## config.mk

```make
export PLATFORM = sky130hd
export DESIGN_NAME = card_draw_sched
export DESIGN_NICKNAME = d
export VERILOG_FILES = /design/src/rtl/card_draw_sched.sv
export SDC_FILE = /design/constraint.sdc
export NUM_CORES = 1
export LEC_CHECK = 0
export ABC_AREA = 1
export CAP_MARGIN = 10
export CORE_MARGIN = 2
export CORE_UTILIZATION = 58
export CTS_CLUSTER_SIZE = 16
export DETAILED_ROUTE_END_ITERATION = 10
export DONT_BUFFER_PORTS = 1
export GPL_TIMING_DRIVEN = 0
export PLACE_DENSITY = 0.73
export SETUP_SLACK_MARGIN = 0.02
export SLEW_MARGIN = 20
export SYNTH_ARGS = -nofsm -noshare
export SYNTH_HDL_FRONTEND = slang
export SYNTH_SLANG_ARGS = --single-unit
export TNS_END_PERCENT = 5
```

## constraint.sdc

```tcl
create_clock -name clk_50M -period 5.09 [get_ports clk_50M]
set_clock_uncertainty 0.2 [all_clocks]
set_input_delay 1.018 -clock clk_50M [delete_from_list [all_inputs] [get_ports clk_50M]]
set_output_delay 1.018 -clock clk_50M [all_outputs]
set_load 0.01 [all_outputs]
```

## src/rtl/card_draw_sched.sv

```systemverilog
// card_draw_sched: round-robin card-draw arbiter; draws 1..13 from a free-running counter, then waits DELAY_TICKS ticks.
module card_draw_sched #(
  parameter int WIDTH       = 12,
  parameter int DELAY_TICKS = 4000
) (
  input  logic             clk_50M,
  input  logic             i_Reset,
  input  logic             i_Tick2K,
  input  logic             i_ReqPlayer,
  input  logic             i_ReqDealer,
  output logic             o_GntPlayer,
  output logic             o_GntDealer,
  output logic [3:0]       o_Card,
  output logic             o_Busy,
  output logic             o_TwoSec,
  output logic [WIDTH-1:0] o_Count
);
  localparam int TW = $clog2(DELAY_TICKS + 1);
  typedef enum logic [1:0] {IDLE, GRANT, WAIT} state_t;
  state_t state_q, state_d;
  logic [WIDTH-1:0] cnt_q;
  logic [TW-1:0] tick_q, tick_d;
  logic [3:0] card_q, card_d;
  logic win_q, win_d, pri_q, pri_d;
  logic done;
  // win/pri: 1 selects the dealer
  always_comb begin
    done = state_q == WAIT && i_Tick2K && tick_q == TW'(DELAY_TICKS - 1);
    state_d = state_q;
    tick_d = tick_q;
    card_d = card_q;
    win_d = win_q;
    pri_d = pri_q;
    case (state_q)
      IDLE: if (i_ReqPlayer || i_ReqDealer) begin
        state_d = GRANT;
        win_d = i_ReqDealer & (~i_ReqPlayer | pri_q);
        card_d = 4'(cnt_q % WIDTH'(13)) + 4'd1;
      end
      GRANT: begin
        state_d = WAIT;
        tick_d = '0;
        pri_d = ~win_q;
      end
      WAIT: begin
        state_d = done ? IDLE : WAIT;
        tick_d = done ? '0 : tick_q + TW'(i_Tick2K);
      end
      default: state_d = IDLE;
    endcase
  end
  always_ff @(posedge clk_50M) begin
    if (i_Reset) begin
      state_q <= IDLE;
      cnt_q <= '0;
      tick_q <= '0;
      card_q <= '0;
      win_q <= 1'b0;
      pri_q <= 1'b0;
    end else begin
      state_q <= state_d;
      cnt_q <= cnt_q + 1'b1;
      tick_q <= tick_d;
      card_q <= card_d;
      win_q <= win_d;
      pri_q <= pri_d;
    end
  end
  assign o_GntPlayer = state_q == GRANT && !win_q;
  assign o_GntDealer = state_q == GRANT && win_q;
  assign o_Busy = state_q != IDLE;
  assign o_TwoSec = done;
  assign o_Card = card_q;
  assign o_Count = cnt_q;
endmodule

```

==> impl_metrics.json <==
{
  "end_kind": "register",
  "timing.fmax_mhz": 193,
  "mostFrequentLayoutCells": "45 x nand2_1, 43 x inv_1, 41 x nand2_2, 32 x nor2_1, 27 x dfxtp_1",
  "ir_drop_v": 0.000227,
  "cp_top_family": "simple AND/OR/NAND/NOR gates",
  "path_common_cell": "nand2_2",
  "finalCritPeriodShare": 1.02,
  "drt-initial-drc-count": 97,
  "coreArea_mm2": 0.00429,
  "powerDensity_mw_per_mm2": 177,
  "root_buffer": "clkbuf_8",
  "routed_wl_um": 6210,
  "wl_met1_um": 2720,
  "die_w_um": 70.1,
  "grt_pass1_vias": 2355,
  "grt_pass1_wl_um": 9740,
  "hp-class": "reg -> reg",
  "antenna_cells": 0,
  "grt.overflow.total": 0,
  "slew_headroom": 0.552,
  "syn2layout_area_growth_pct": 30.7,
  "synth_cell_type_count": 35,
  "wire_per_inst_um": 13.3,
  "final_common_cell": "nand2_1",
  "crit_buf_inv": 3,
  "ys_ff_latch": 32,
  "worstSetupStartpointType": "register",
  "synthesis.area_mm2": 0.00253,
  "hold_viol": 0,
  "period_minus_slack_ns": 5.19,
  "required_ns": 5.06,
  "violations": "setup timing",
  "start_util": 0.590,
  "tightest_slew_ns": 0.666,
  "die_h_um": 70.1,
  "ant_nets": 0,
  "synth_top_area_cell": "dfxtp_1",
  "topRoutingLayerUsed": "met4",
  "ios": 25,
  "hpwl_um": 3740,
  "netlist_instances": 385,
  "grt_use_total": 0.236,
  "htree_levels": 2,
  "dpl_cell_area_mm2": 0.00260,
  "cap_violations": 0,
  "cts_buffer_depth": 2,
  "met3_length_um": 267,
  "yosysSeqAreaShare": 0.253,
  "p_leak_uw": 0.00157,
  "status": "complete, but fails checks",
  "setup_violations": 3,
  "grt_max_degree": 11,
  "path_class": "reg -> reg",
  "num_vias": 2547,
  "fill_cells": 318,
  "clock_latency_ns": 0.28,
  "cp_max_fo": 6,
  "die_area_mm2": 0.00491,
  "drc": 0,
  "drtPass1Iterations": 4,
  "layout-drive-gt1-share": 0.379,
  "setup_tns_ns": -0.272,
  "avgViaCountPerCell": 5.47,
  "clkTransAtPathRegs_ns": 0.06,
  "cts_buffers": 5,
  "nets": 429,
  "postCtsHoldBufs": 0,
  "grt_setup_unrepaired": "true",
  "dpl.cell_count": 437,
  "whs_ns": 0.305,
  "synth.area.top_cells": "dfxtp_1 25%, nand2_1 12%, inv_1 7.0%, nand3_1 6.7%, nand2_2 5.9%",
  "place.gp.congestion": 0.844,
  "ff_latch_area_um2": 657,
  "multi_input_area_mm2": 0.00209,
  "yosys_warnings": 0,
  "drv_slew": 0,
  "cts_sinks": 32,
  "post-route-worst-setup-slack_ns": -0.101,
  "slowest_delay_ns": 0.42,
  "finalNonFillerCells": 466,
  "antenna_found_initial": 0,
  "post-place-ws_ns": -0.296,
  "num_rows": 24,
  "fin_area_mm2": 0.00331,
  "cp_slowest_cell": "dfxtp_4",
  "avgSynthCellArea_um2": 6.58,
  "wl_met2_um": 3090,
  "critPathArrivalTime_ns": 5.16,
  "cts_tree": "built",
  "numPortBuffers": 0,
  "synth_top_cell_area_share": 0.253,
  "syn-num-nets": 401
}
-- worst register-to-register path: cells and delay by family (launching register included) --
kind	cells	cell delay, ns
compound gates	1	0.20
flops	1	0.42
buf+inv	3	0.23
fa+ha+maj	1	0.17
simple gates	45	3.90
-- routing by layer --
metal / up-vias / track usage
li1: 1306 / -
met1: 1157 / 0.304
met2: 69 / 0.389
met3: 15 / 0.0476
met4: 0 / 0.0876
met5: - / 0
-- synthesized netlist by cell type (all sizes together) --
library cell / number
nor4: 3
nor2: 41
or2: 1
o2111ai: 1
or4: 1
dfxtp: 32
a211oi: 1
a21oi: 17
o21ai: 20
clkinv: 2
nand4: 11
nand2: 111
o211ai: 1
nand3b: 2
clkbuf: 2
nand3: 40
buf: 1
nor3b: 1
o21bai: 1
a31oi: 3
xnor2: 4
ha: 11
nor3: 11
xor2: 11
inv: 56
-- state kept, by name, summed over array words and instances, names as in the netlist --
| register | flops |
|---|---|
| o_Count | 12 |
| tick_q | 12 |
| o_Card | 4 |
| state_q | 2 |
| pri_q | 1 |
| win_q | 1 |
-- through the flow --
step	total power, uW	utilization
floorplan	358	-
global placement	375	0.605
detailed placement	377	0.605
CTS	578	0.703
global route	619	0.771
finish	586	0.771
-- final cells by class --
class / count / area share
Timing Repair Buffer: 21 / 0.0476
Buffer: 3 / 0.00567
Inverter: 58 / 0.0699
Clock buffer: 8 / 0.0272
Sequential cell: 32 / 0.198
Multi-Input combinational cell: 292 / 0.632
Tap cell: 52 / 0.0197
-- path summary, 6_finish.rpt --
check | startpoint | end | slack (ns) | cells past startpoint
max | o_Count[8] | o_Card[3] | -0.10 | 50
min | o_Count[10] | o_Count[10] | 0.31 | 1
max reg2reg | o_Count[8] | o_Card[3] | -0.10 | 50
min reg2reg | o_Count[10] | o_Count[10] | 0.31 | 1
-- power breakdown --
group	switching [uW]	leakage (uW)	total [uW]	internal (uW)
sequential	15.5	0.000264	279	263
clock	85.4	0.0000455	196	110
combinational	68.8	0.00126	112	43.0
total	170	0.00157	586	416
-- kinds of logic (layout without fill, tap and decap cells) --
family,after synthesis,in the layout,synth area share
AND/OR/NAND/NOR,222,222,0.440
AO/OA/AOI/OAI,44,44,0.104
buffers and inverters,61,90,0.0933
flip-flops,32,32,0.253
XOR/XNOR,15,15,0.0548
adder cells (fa/ha/maj),11,11,0.0543
-- what timing repair did --
action,4_1_cts,5_1_grt
endpoints found under the setup margin,3,4
pin swaps,30,31
buffers inserted,17,4
gates resized for setup,54,64
hold endpoints to repair,0,0
gates cloned,0,0
Power figures use the tool's default switching activity.
